File: config.mk
export PLATFORM = sky130hd
export DESIGN_NAME = surf_cout_dout_tx_flat
export DESIGN_NICKNAME = d
export VERILOG_FILES = /design/src/rtl/surf_cout_dout_tx_if.sv /design/src/rtl/surf_cout_dout_tx.sv /design/src/flat_wrapper.sv
export SDC_FILE = /design/constraint.sdc
export NUM_CORES = 1
export LEC_CHECK = 0
export CAP_MARGIN = 25
export CORE_MARGIN = 2
export CORE_UTILIZATION = 40
export CTS_BUF_LIST = sky130_fd_sc_hd__clkbuf_8
export CTS_CLUSTER_DIAMETER = 150
export DETAILED_ROUTE_END_ITERATION = 10
export MAX_ROUTING_LAYER = met4
export PLACE_DENSITY_LB_ADDON = 0.1
export SYNTH_ARGS = -nofsm -noshare
export SYNTH_HDL_FRONTEND = slang
export SYNTH_SLANG_ARGS = --single-unit
export TNS_END_PERCENT = 20
File: constraint.sdc
create_clock -name sysclk_i -period 2 [get_ports sysclk_i]
set_clock_uncertainty 0.15 [all_clocks]
set_input_delay 0.4 -clock sysclk_i [delete_from_list [all_inputs] [get_ports sysclk_i]]
set_output_delay 0.4 -clock sysclk_i [all_outputs]
set_load 0.02 [all_outputs]
File: src/rtl/surf_cout_dout_tx_if.sv
// surf_cout_dout_tx_if
//   Handshake bundle between the SURF response/event sources and the
//   COUT/DOUT transmit framer.
//   Signals:
//     cout_word_i    32  response word offered for transmission on COUT
//     cout_valid_i    1  response word valid; held by the source until ack
//     cout_ack_o      1  one-cycle pulse: response word taken by the framer
//     s_dout_tdata    8  event data byte (AXI4-Stream)
//     s_dout_tvalid   1  AXI4-Stream valid
//     s_dout_tready   1  AXI4-Stream ready
//     s_dout_tlast    1  last byte of the event frame
//   Modports:
//     master  the source side (drives words and stream beats)
//     slave   the framer side (drives ack and ready)
interface surf_cout_dout_tx_if;
  logic [31:0] cout_word_i;
  logic        cout_valid_i;
  logic        cout_ack_o;
  logic [7:0]  s_dout_tdata;
  logic        s_dout_tvalid;
  logic        s_dout_tready;
  logic        s_dout_tlast;

  modport master (
    output cout_word_i, cout_valid_i, s_dout_tdata, s_dout_tvalid, s_dout_tlast,
    input  cout_ack_o, s_dout_tready
  );

  modport slave (
    input  cout_word_i, cout_valid_i, s_dout_tdata, s_dout_tvalid, s_dout_tlast,
    output cout_ack_o, s_dout_tready
  );
endinterface

File: src/rtl/surf_cout_dout_tx.sv
// surf_cout_dout_tx
//   SURF-side transmit framer for the COUT/DOUT links. COUT carries 32-bit
//   response words as eight nibbles per word, aligned to an 8-cycle phase
//   that sync_i can force back to zero. DOUT carries event bytes, one per
//   cycle, with idle filler and a repeating training pattern on request.
//   The parallel outputs feed external OSERDES primitives.
//   Ports:
//     sysclk_i         system clock
//     sysclk_rst_i     synchronous active-high reset
//     sync_i           word-alignment pulse; phase is 0 on the following cycle
//     cout_train_i     level: send TRAIN_SEQUENCE on COUT
//     dout_train_i     level: send TRAIN_SEQUENCE on DOUT
//     bus              response word / event stream handshakes (slave side)
//     cout_o           COUT nibble, bit 3 sent first
//     dout_o           DOUT byte, bit 7 sent first
//     dout_underrun_o  one-cycle pulse: filler byte inserted inside a frame
//     dout_training_o  DOUT is sending the training pattern
module surf_cout_dout_tx #(
  parameter logic [31:0] TRAIN_SEQUENCE = 32'hA55A6996,
  parameter logic [7:0]  IDLE_BYTE      = 8'h00
) (
  input  logic                      sysclk_i,
  input  logic                      sysclk_rst_i,
  input  logic                      sync_i,
  input  logic                      cout_train_i,
  input  logic                      dout_train_i,
  surf_cout_dout_tx_if.slave        bus,
  output logic [3:0]                cout_o,
  output logic [7:0]                dout_o,
  output logic                      dout_underrun_o,
  output logic                      dout_training_o
);

  typedef enum logic [1:0] {
    IDLE  = 2'd0,
    DATA  = 2'd1,
    TRAIN = 2'd2
  } dout_state_t;

  logic [2:0]  phase;
  logic [2:0]  phase_next;
  logic        load;
  logic [31:0] load_word;
  logic [31:0] shift_reg;

  dout_state_t state;
  dout_state_t state_next;
  logic        tready;
  logic        beat;
  logic        underrun_next;
  logic [7:0]  dout_next;

  // Training byte shown while phase[1:0] equals sel; MSB byte at sel 0.
  function automatic logic [7:0] train_byte(input logic [1:0] sel);
    logic [7:0] b;
    case (sel)
      2'd0:    b = TRAIN_SEQUENCE[31:24];
      2'd1:    b = TRAIN_SEQUENCE[23:16];
      2'd2:    b = TRAIN_SEQUENCE[15:8];
      default: b = TRAIN_SEQUENCE[7:0];
    endcase
    return b;
  endfunction

  // sync_i overrides the free-running increment so the next cycle is phase 0.
  always_comb begin
    phase_next = sync_i ? 3'd0 : phase + 3'd1;
  end

  always_ff @(posedge sysclk_i) begin
    if (sysclk_rst_i) begin
      phase <= 3'd0;
    end else begin
      phase <= phase_next;
    end
  end

  // A new COUT word is chosen at the end of every 8-cycle word, or early on
  // sync_i, which truncates whatever word was in flight.
  assign load = (phase == 3'd7) || sync_i;

  always_comb begin
    load_word = 32'h0;
    if (cout_train_i) begin
      load_word = TRAIN_SEQUENCE;
    end else if (bus.cout_valid_i) begin
      load_word = bus.cout_word_i;
    end
  end

  // Training words are not responses, so they never acknowledge the source.
  assign bus.cout_ack_o = load && !cout_train_i && bus.cout_valid_i && !sysclk_rst_i;

  // The first nibble goes straight to cout_o at load so that cout_o shows
  // nibble k of the word while phase equals k; shift_reg holds the rest.
  always_ff @(posedge sysclk_i) begin
    if (sysclk_rst_i) begin
      cout_o    <= 4'h0;
      shift_reg <= 32'h0;
    end else if (load) begin
      cout_o    <= load_word[31:28];
      shift_reg <= {load_word[27:0], 4'h0};
    end else begin
      cout_o    <= shift_reg[31:28];
      shift_reg <= {shift_reg[27:0], 4'h0};
    end
  end

  // DOUT state register.
  always_ff @(posedge sysclk_i) begin
    if (sysclk_rst_i) begin
      state <= IDLE;
    end else begin
      state <= state_next;
    end
  end

  // Training is only entered or left at phase[1:0]==3 so the pattern always
  // starts at its MSB byte and leaves on a complete 4-byte boundary. A frame
  // in progress holds off training until tlast.
  always_comb begin
    state_next    = state;
    tready        = 1'b0;
    beat          = 1'b0;
    underrun_next = 1'b0;
    case (state)
      IDLE: begin
        if (dout_train_i && (phase[1:0] == 2'd3)) begin
          state_next = TRAIN;
        end else begin
          tready = 1'b1;
          beat   = bus.s_dout_tvalid;
          if (beat && !bus.s_dout_tlast) begin
            state_next = DATA;
          end
        end
      end
      DATA: begin
        tready        = 1'b1;
        beat          = bus.s_dout_tvalid;
        underrun_next = !bus.s_dout_tvalid;
        if (beat && bus.s_dout_tlast) begin
          state_next = IDLE;
        end
      end
      TRAIN: begin
        if (!dout_train_i && (phase[1:0] == 2'd3)) begin
          state_next = IDLE;
        end
      end
      default: begin
        state_next = IDLE;
      end
    endcase
  end

  // The training byte is picked from the phase of the cycle it will appear
  // in, which keeps it aligned even when sync_i moves the phase.
  always_comb begin
    dout_next = IDLE_BYTE;
    if (state_next == TRAIN) begin
      dout_next = train_byte(phase_next[1:0]);
    end else if (beat) begin
      dout_next = bus.s_dout_tdata;
    end
  end

  assign bus.s_dout_tready = tready && !sysclk_rst_i;

  always_ff @(posedge sysclk_i) begin
    if (sysclk_rst_i) begin
      dout_o          <= 8'h00;
      dout_underrun_o <= 1'b0;
    end else begin
      dout_o          <= dout_next;
      dout_underrun_o <= underrun_next;
    end
  end

  assign dout_training_o = (state == TRAIN);

endmodule

File: src/flat_wrapper.sv
// flat-port wrapper written by rule: the top's interface ports become plain ports
module surf_cout_dout_tx_flat 
#(
  parameter logic [31:0] TRAIN_SEQUENCE = 32'hA55A6996,
  parameter logic [7:0]  IDLE_BYTE      = 8'h00
)
  (sysclk_i, sysclk_rst_i, sync_i, cout_train_i, dout_train_i, cout_o, dout_o, dout_underrun_o, dout_training_o, bus_cout_word_i, bus_cout_valid_i, bus_s_dout_tdata, bus_s_dout_tvalid, bus_s_dout_tlast, bus_cout_ack_o, bus_s_dout_tready);
  surf_cout_dout_tx_if bus_i ();
  input  logic sysclk_i;
  input  logic sysclk_rst_i;
  input  logic sync_i;
  input  logic cout_train_i;
  input  logic dout_train_i;
  output logic [3:0] cout_o;
  output logic [7:0] dout_o;
  output logic dout_underrun_o;
  output logic dout_training_o;
  input wire logic [$bits(bus_i.cout_word_i)-1:0] bus_cout_word_i;
  input wire logic [$bits(bus_i.cout_valid_i)-1:0] bus_cout_valid_i;
  input wire logic [$bits(bus_i.s_dout_tdata)-1:0] bus_s_dout_tdata;
  input wire logic [$bits(bus_i.s_dout_tvalid)-1:0] bus_s_dout_tvalid;
  input wire logic [$bits(bus_i.s_dout_tlast)-1:0] bus_s_dout_tlast;
  output wire logic [$bits(bus_i.cout_ack_o)-1:0] bus_cout_ack_o;
  output wire logic [$bits(bus_i.s_dout_tready)-1:0] bus_s_dout_tready;
  assign bus_i.cout_word_i = bus_cout_word_i;
  assign bus_i.cout_valid_i = bus_cout_valid_i;
  assign bus_i.s_dout_tdata = bus_s_dout_tdata;
  assign bus_i.s_dout_tvalid = bus_s_dout_tvalid;
  assign bus_i.s_dout_tlast = bus_s_dout_tlast;
  assign bus_cout_ack_o = bus_i.cout_ack_o;
  assign bus_s_dout_tready = bus_i.s_dout_tready;
  surf_cout_dout_tx #(.TRAIN_SEQUENCE(TRAIN_SEQUENCE), .IDLE_BYTE(IDLE_BYTE)) u_core (.sysclk_i(sysclk_i), .sysclk_rst_i(sysclk_rst_i), .sync_i(sync_i), .cout_train_i(cout_train_i), .dout_train_i(dout_train_i), .bus(bus_i), .cout_o(cout_o), .dout_o(dout_o), .dout_underrun_o(dout_underrun_o), .dout_training_o(dout_training_o));
endmodule
# ---- Word level (Yosys, flattened, before mapping)
# Index checks and enable logic that the tools add are counted.
dict set report op_classes {
  add_sub_neg 1
  multipliers 0
  div_mod_pow 0
  n_lt_le_gt_ge 0
  n_eq_ne 7
  shifts 0
  mux 17
  bitwise 1
  reduce_logical 18
}
# cell count
set op_table {}
lappend op_table {{two-way mux 32 bit} 3}
lappend op_table {{case mux 8 bit (3 select lines)} 1}
lappend op_table {{two-way mux 8 bit} 2}
lappend op_table {{two-way mux 2 bit} 5}
lappend op_table {{equality test 2 bit, second input constant} 4}
lappend op_table {{logical AND 1 bit} 8}
lappend op_table {{case mux 2 bit (3 select lines)} 1}
lappend op_table {{logical NOT 1 bit} 5}
lappend op_table {{equality test 2 x 1 -> 1 bit, second input constant} 2}
lappend op_table {{logical NOT 2 bit} 2}
lappend op_table {{two-way mux 4 bit} 1}
lappend op_table {{case mux 1 bit (2 select lines)} 2}
lappend op_table {{OR reduction 2 bit} 2}
lappend op_table {{adder 3 x 1 -> 3 bit, second input constant} 1}
lappend op_table {{equality test 3 bit, second input constant} 1}
lappend op_table {{two-way mux 1 bit} 2}
lappend op_table {{logical OR 1 bit} 1}
lappend op_table {{inverter 1 bit} 1}
dict set report totals {
  register_bits 50
  latchBits 0
  ram_bits 0
  mem_bits_ro 0
  in_bits 48
  output_inout_bits 16
  word_cells 51
  n_memories 0
}

# ---- Depth between registers and ports, before layout
# Gate-level depths: netlist of the first run.
dict set report depth {
  ltp_word 7
  ltp_mapped 7
  mapped_depth_nobuf 5
}

# ---- Least setup slack after synthesis of the first run
# OpenSTA, ideal clock, no wires.
dict set report synth_path {
  kind {flip-flop to output port}
  start {register u_core.phase[0]}
  end {output port bus_cout_ack_o}
  arrival_time_ns 1.414
  required_time_ns 1.450
  slack_ns 0.036
  stages_incl_launch_ff 6
  path_buffers 1
  cell_sequence {dfxtp_1 > ha_1 > ha_1 > nor2_2 > nor4b_4 > buf_6}
}
dict set report synth_via {
  elab_chain_cells 5
}
# element line_no
set synth_rtl {}
lappend synth_rtl {{start, declared} surf_cout_dout_tx.sv:40} ;# logic [2:0] phase;
lappend synth_rtl {{start signal, assigned} surf_cout_dout_tx.sv:74} ;# phase <= phase_next;
lappend synth_rtl {{equality test 3 bit} surf_cout_dout_tx.sv:80} ;# assign load = (phase == 3'd7) || sync_i;
lappend synth_rtl {{logical OR 1 bit} surf_cout_dout_tx.sv:80}
lappend synth_rtl {{logical AND 1 bit (3 in a row)} surf_cout_dout_tx.sv:92} ;# assign bus.cout_ack_o = load && !cout_train_i && bus.cout_valid_i && !sysclk_rst_i;
lappend synth_rtl {{end, declared} flat_wrapper.sv:23} ;# output wire logic [$bits(bus_i.cout_ack_o)-1:0] bus_cout_ack_o;
# No other way between the ends.

# ---- Worst setup path in the final report of the first run
# Ends and elaborated chain as after synthesis.

==> results.sh, run 1 <==
export IMPL_r2r_start="u_core.phase[0]$_SDFF_PP0_"
export IMPL_worst_r2r_endpoint="u_core.shift_reg[21]$_SDFF_PP0_"
export IMPL_place_ws_ps=-486
export IMPL_yosysUniqueCellTypes=29
export IMPL_hold_slack_ps=294
export IMPL_power_total_mw=1.84
export IMPL_p_per_area_mw_per_mm2=724
export IMPL_cts_buffers_inserted=5
export IMPL_grt_use_total_pct=18.7
export IMPL_grt_max_degree=18
export IMPL_num_vias=1403
export IMPL_worst_slew_pin_slew_ps=376
export IMPL_worstSetupPathType="register to output pin"
export IMPL_holdPathStages=1
export IMPL_critPathMostFrequentCell="ha_4"
export IMPL_globalplace_congestion=0.829
export IMPL_rsz0062_at_grt="true"
export IMPL_antenna_cells=0
export IMPL_end_kind="output pin"
export IMPL_crit_buf_inv=1
export IMPL_period_minus_slack_ps=2000
export IMPL_coreArea_sq_mm=0.00397
export IMPL_start_kind="register"
export IMPL_fin_tns_setup_ps=0
export IMPL_cp_top_family="flip-flops"
export IMPL_r2r_slack_ps=350
export IMPL_area_delta_synth_final_pct=53.9
export IMPL_place_hpwl_um=2830
export IMPL_cp_cell_sequence="ha_4, ha_4, nor2_2, nor4b_4, buf_4"
export IMPL_clk_latency_ps=300
export IMPL_fin_area_sq_mm=0.00254
export IMPL_clockBufferDepth=2
export IMPL_cts_hold_buf=0
export IMPL_worst_ep_arrival_time_ps=1450
export IMPL_netlist_area_sq_mm=0.00165
export IMPL_viasPerCell=5.01
export IMPL_slew_headroom_pct=74.7
export IMPL_portBuffers=63
export IMPL_drive_gt1_share_pct=16.5
export IMPL_rows=23
export IMPL_cap_violations=0
export IMPL_synthTopCellsByArea="dfxtp_1, a22o_1, a211oi_1"
export IMPL_htreeDepth=2
export IMPL_yosysTopAreaCell="dfxtp_1"
export IMPL_grt_ovfl_total=0
export IMPL_fmaxAchievable_ghz=0.501
export IMPL_syn_nets=204
export IMPL_top_level_ports=64
export IMPL_grt_pass1_vias=1334
export IMPL_multi_input_area_sq_um=686
export IMPL_final_antenna_net_count=0
export IMPL_post_cts_buffers=0
export IMPL_cts_root_buffer="clkbuf_8"
export IMPL_worst_path_stages=5
export IMPL_synth_seq_area_share_pct=55.8
export IMPL_first_pass_iters=4
export IMPL_setup_violations=0
export IMPL_period_share_pct=99.8
export IMPL_synth_seq_cells=46
export IMPL_placed_area_sq_mm=0.00241
export IMPL_wl_per_cell_um=14.1
export IMPL_initial_core_util_pct=41.5
export IMPL_drt_total_wl_um=3960
export IMPL_yosys_warnings=0
export IMPL_hold_class="register to register"
export IMPL_fin_ws_ps=3.22
export IMPL_critPathLaunch="u_core.phase[0]$_SDFF_PP0_"
export IMPL_die_height_um=68.2
export IMPL_cts_tree="yes"
export IMPL_required_ps=1450
export IMPL_rr_worst_depth=6
export IMPL_finalNetCount=279
export IMPL_largest_register_ff_count=28
export IMPL_crit_slowest_cell="dfxtp_2"
export IMPL_cts_num_sinks=46
export IMPL_crit_end="bus_cout_ack_o"
export IMPL_syn_avg_cell_area_sq_um=10.7
export IMPL_ir_worst_vdd_uv=482
export IMPL_clkTransAtPathRegs_ps=90
export IMPL_die_area_sq_mm=0.00465
export IMPL_antenna_found_initial=0
export IMPL_grt_pass1_wl_um=6140
export IMPL_leakage_nw=1.04
export IMPL_drtIter0Drc=81
export IMPL_cpPeakStageDelay_ps=370
export IMPL_register_area_sq_um=923
export IMPL_finalMaxSlewViolations=0
export IMPL_synth_top_area_share_pct=55.8
export IMPL_synth_cells=154
export IMPL_critPathMaxFanout=3
export IMPL_fillCellCount=313
export IMPL_status="complete, no violations"
export IMPL_die_w_um=68.2
export IMPL_hold_viol=0
export IMPL_drc_errors=0
cells in the final DEF (no fill, tap or decap):
cell type,Yosys,final
dlymetal6s2s_1,0,1
nor2_2,1,1
nor2_4,1,1
a211oi_1,14,14
nor4b_1,1,1
nand2_1,1,1
nor2_1,19,19
nor4_1,1,1
clkinv_2,0,1
dlygate4sd2_1,0,1
clkdlybuf4s50_1,0,59
or2_2,2,2
nor4_2,1,1
and3b_1,1,1
o2bb2ai_1,4,4
dfxtp_2,0,2
a21o_1,4,4
a22o_1,14,14
clkinvlp_4,0,1
dfxtp_1,46,44
buf_4,1,17
clkbuf_8,0,6
buf_12,0,1
nor2b_1,1,1
nor3_1,17,16
ha_4,0,2
xor2_1,1,1
nor3_2,0,1
o211a_1,1,1
mux2i_1,1,1
and2_1,2,2
nor4b_4,2,2
a21oi_1,2,2
inv_1,3,3
or3_1,1,1
Yosys cell counts:
cell	instances
a211oi_1	14
a21oi_1	2
or2_2	2
buf_2	7
nor2_1	19
a21o_1	4
clkbuf_1	2
buf_6	1
dfxtp_1	46
a22o_1	14
nor4b_1	1
nor4b_4	2
nor3_1	17
nand2_1	1
nor2_2	1
xor2_1	1
and3b_1	1
or3_1	1
o211a_1	1
nor2b_1	1
and2_1	2
buf_4	1
nor4_2	1
nor4_1	1
nor2_4	1
mux2i_1	1
o2bb2ai_1	4
ha_1	2
inv_1	3
power by group:
part	leakage (nW)	total, mW	switching (mW)	internal (mW)
registers	0.379	0.972	0.0130	0.959
logic	0.611	0.281	0.115	0.166
clock network	0.0472	0.583	0.305	0.278
total	1.04	1.84	0.433	1.40
final cells by class:
class                           instances  share of cell area [%]
Sequential cell                        46                    36.4
Clock inverter                          2                   0.493
Timing Repair Buffer                   79                    29.9
Tap cell                               50                    2.47
Multi-Input combinational cell         94                    27.0
Inverter                                3                   0.444
Clock buffer                            6                    3.25
metrics by stage:
stage,util [%],std cells
6_report,63.9,280
2_1_floorplan,-,154
3_3_place_gp,60.8,272
5_1_grt,63.9,280
4_1_cts,63.8,280
3_5_place_dp,60.8,272
layer usage:
metal / share of wire (%) / global-route usage, % / vias up / routed length (um)
met5: 0 / - / - / 0
met4: 1.1 / 6.75 / 0 / 45
met3: 5.5 / 5.26 / 6 / 216
met2: 46 / 27.9 / 38 / 1840
met1: 47 / 24.3 / 651 / 1860
li1: - / - / 708 / -
worst min path at each step:
| stage | start | to |
|---|---|---|
| 2_1_floorplan | u_core.shift_reg[12]$_SDFF_PP0_ | u_core.shift_reg[16]$_SDFF_PP0_ |
| 3_3_place_gp | u_core.shift_reg[18]$_SDFF_PP0_ | u_core.shift_reg[22]$_SDFF_PP0_ |
| 3_5_place_dp | u_core.shift_reg[6]$_SDFF_PP0_ | u_core.shift_reg[10]$_SDFF_PP0_ |
| 4_1_cts | u_core.shift_reg[6]$_SDFF_PP0_ | u_core.shift_reg[10]$_SDFF_PP0_ |
| 5_1_grt | u_core.shift_reg[5]$_SDFF_PP0_ | u_core.shift_reg[9]$_SDFF_PP0_ |
| 6_report | u_core.shift_reg[18]$_SDFF_PP0_ | u_core.shift_reg[22]$_SDFF_PP0_ |
timing repair:
| item | 4_1_cts | 5_1_grt |
|---|---|---|
| pin swaps | 3 | 1 |
| resized for setup | 18 | 2 |
| endpoints found under the setup margin | 3 | 2 |
cell families (layout without fill, tap and decap cells):
kind of cell / count (synthesis) / count (layout) / synth area share [%]
AND/OR/NAND/NOR: 51 / 51 / 18.1
flip-flops: 46 / 46 / 55.8
AO/OA/AOI/OAI: 39 / 39 / 19.0
buffers and inverters: 14 / 90 / 4.40
adder cells (fa/ha/maj): 2 / 2 / 1.52
XOR/XNOR: 1 / 1 / 0.531
multiplexers: 1 / 1 / 0.607
(Power assumes the default switching activity.)
==> run 2, diff against run 1 <==
--- a/config.mk
+++ b/config.mk
@@ -12,7 +12,8 @@
 export CTS_CLUSTER_DIAMETER = 150
 export DETAILED_ROUTE_END_ITERATION = 10
 export MAX_ROUTING_LAYER = met4
-export PLACE_DENSITY_LB_ADDON = 0.1
+export PLACE_DENSITY = 0.79
+export SLEW_MARGIN = 20
 export SYNTH_ARGS = -nofsm -noshare
 export SYNTH_HDL_FRONTEND = slang
 export SYNTH_SLANG_ARGS = --single-unit
==> run 2 against run 1 <==
- the run now ends with setup timing left
- register-to-register slack got worse by 70 ps
- clock power increased by 14%
- critical endpoint unchanged
- sequential share of layout area decreased by 0.24 points
- final area increased by 0.79%
- combinational power about the same
==> results.sh, run 2 (synthesis gave the netlist of run 1 again) <==
export IMPL_top_level_ports=64
export IMPL_worstSetupPathType="primary input to output pin"
export IMPL_rows=23
export IMPL_cp_cell_sequence="clkdlybuf4s50_1, nor4b_4, buf_4"
export IMPL_ir_worst_vdd_uv=611
export IMPL_largest_register_ff_count=28
export IMPL_viasPerCell=4.98
export IMPL_period_share_pct=100
export IMPL_globalplace_congestion=0.763
export IMPL_hold_class="register to register"
export IMPL_clk_latency_ps=300
export IMPL_drtIter0Drc=40
export IMPL_cts_buffers_inserted=5
export IMPL_hp_start="u_core.shift_reg[28]$_SDFF_PP0_"
export IMPL_place_hpwl_um=2660
export IMPL_rr_worst_depth=6
export IMPL_final_common_cell="clkdlybuf4s50_1"
export IMPL_worst_r2r_endpoint="u_core.dout_o[7]$_SDFF_PP0_"
export IMPL_leakage_nw=1.04
export IMPL_cts_hold_buf=0
export IMPL_cap_violations=0
export IMPL_end_kind="output pin"
export IMPL_dp_cells=272
export IMPL_clockBufferDepth=2
export IMPL_antenna_cells=0
export IMPL_setup_violations=1
export IMPL_first_pass_iters=4
export IMPL_initial_core_util_pct=41.5
export IMPL_r2r_slack_ps=280
export IMPL_cts_num_sinks=46
export IMPL_critPathMaxFanout=3
export IMPL_finalNetCount=279
export IMPL_portBuffers=63
export IMPL_worst_ep_arrival_time_ps=1450
export IMPL_violations="setup timing"
export IMPL_period_minus_slack_ps=2000
export IMPL_grt_max_degree=22
export IMPL_antenna_found_initial=0
export IMPL_fin_area_sq_mm=0.00256
export IMPL_cpPeakStageDelay_ps=500
export IMPL_crit_buf_inv=2
export IMPL_hold_viol=0
export IMPL_cts_tree="yes"
export IMPL_crit_slowest_cell="clkdlybuf4s50_1"
export IMPL_p_per_area_mw_per_mm2=749
export IMPL_wl_per_cell_um=13.7
export IMPL_htreeDepth=2
export IMPL_clkTransAtPathRegs_ps=80
export IMPL_post_cts_buffers=0
export IMPL_fin_util_pct=64.4
export IMPL_die_height_um=68.2
export IMPL_mostFrequentLayoutCells="clkdlybuf4s50_1, dfxtp_1, nor2_1"
export IMPL_placed_area_sq_mm=0.00241
export IMPL_rsz0062_at_grt="true"
export IMPL_drive_gt1_share_pct=17.0
export IMPL_drc_errors=0
export IMPL_grt_use_total_pct=18.9
export IMPL_status="finished, violations left"
export IMPL_die_w_um=68.2
export IMPL_num_vias=1393
export IMPL_finalMaxSlewViolations=0
export IMPL_cp_top_family="buffers and inverters"
export IMPL_area_delta_synth_final_pct=55.1
export IMPL_place_ws_ps=-456
export IMPL_finalNonFillerCells=280
export IMPL_fin_ws_ps=-1.00
export IMPL_coreArea_sq_mm=0.00397
export IMPL_required_ps=1450
export IMPL_r2r_start="u_core.phase[1]$_SDFF_PP0_"
export IMPL_slew_headroom_pct=77.0
export IMPL_grt_pass1_wl_um=6170
export IMPL_die_area_sq_mm=0.00465
export IMPL_fillCellCount=332
export IMPL_grt_pass1_vias=1315
export IMPL_holdPathStages=1
export IMPL_cts_root_buffer="clkbuf_8"
export IMPL_grt_ovfl_total=0
export IMPL_worst_slew_pin_slew_ps=335
export IMPL_final_antenna_net_count=0
export IMPL_holdPathEnd="u_core.cout_o[0]$_SDFF_PP0_"
export IMPL_drt_total_wl_um=3840
export IMPL_start_kind="primary input"
export IMPL_fmaxAchievable_ghz=0.500
[run 2: changes by cell type in the layout (fill, tap and decap cells not counted), sizes merged]
cell	change
bufinv	+1
dlymetal6s2s	-1
clkinv	-1
inv	+1
clkdlybuf4s50	+1
clkbuf	-1
[run 2: what timing repair did]
| action | in CTS | in global routing |
|---|---|---|
| gates resized for setup | 19 | 2 |
| pin swaps | 3 | 1 |
| setup endpoints to repair | 3 | 4 |
[run 2: per-stage QoR]
stage | hold slack, ps | power (mW) | setup TNS (ps)
floorplan | 270 | 1.11 | 0
global placement | 271 | 1.26 | -1560
detailed placement | 277 | 1.27 | -1580
CTS | 296 | 1.93 | -56.8
global route | 308 | 2.01 | -95.5
finish | 295 | 1.91 | -1.00
[run 2: worst max-delay path by stage]
stage,start,to,depth (start not counted)
3_3_place_gp,cout_train_i,bus_cout_ack_o,3
4_1_cts,u_core.phase[1]$_SDFF_PP0_,bus_cout_ack_o,5
2_1_floorplan,u_core.phase[0]$_SDFF_PP0_,bus_cout_ack_o,5
5_1_grt,u_core.phase[1]$_SDFF_PP0_,bus_cout_ack_o,5
3_5_place_dp,cout_train_i,bus_cout_ack_o,3
6_report,sysclk_rst_i,bus_cout_ack_o,3
[run 2: layer usage]
metal,GRT usage (%),share of wire [%],vias to the layer above
li1,-,-,705
met2,30.3,51,30
met3,5.43,3.9,6
met5,-,0,-
met1,23.0,44,652
met4,6.25,1.6,0
[run 2: final cells by class]
| type | instances | area [sq um] | area share [%] |
|---|---|---|---|
| well taps | 50 | 62.6 | 2.45 |
| flip-flops and latches | 46 | 925 | 36.2 |
| repair buffers | 79 | 757 | 29.6 |
| multi-input cells | 94 | 692 | 27.1 |
| clock buffers | 5 | 68.8 | 2.69 |
| clock inverters | 3 | 41.3 | 1.61 |
| inverters | 3 | 11.3 | 0.440 |
[run 2: power by group]
group / internal, mW / switching [mW] / leakage [nW]
Clock: 0.367 / 0.296 / 0.0556
Combinational: 0.164 / 0.115 / 0.604
Sequential: 0.959 / 0.0133 / 0.379
Total: 1.49 / 0.424 / 1.04
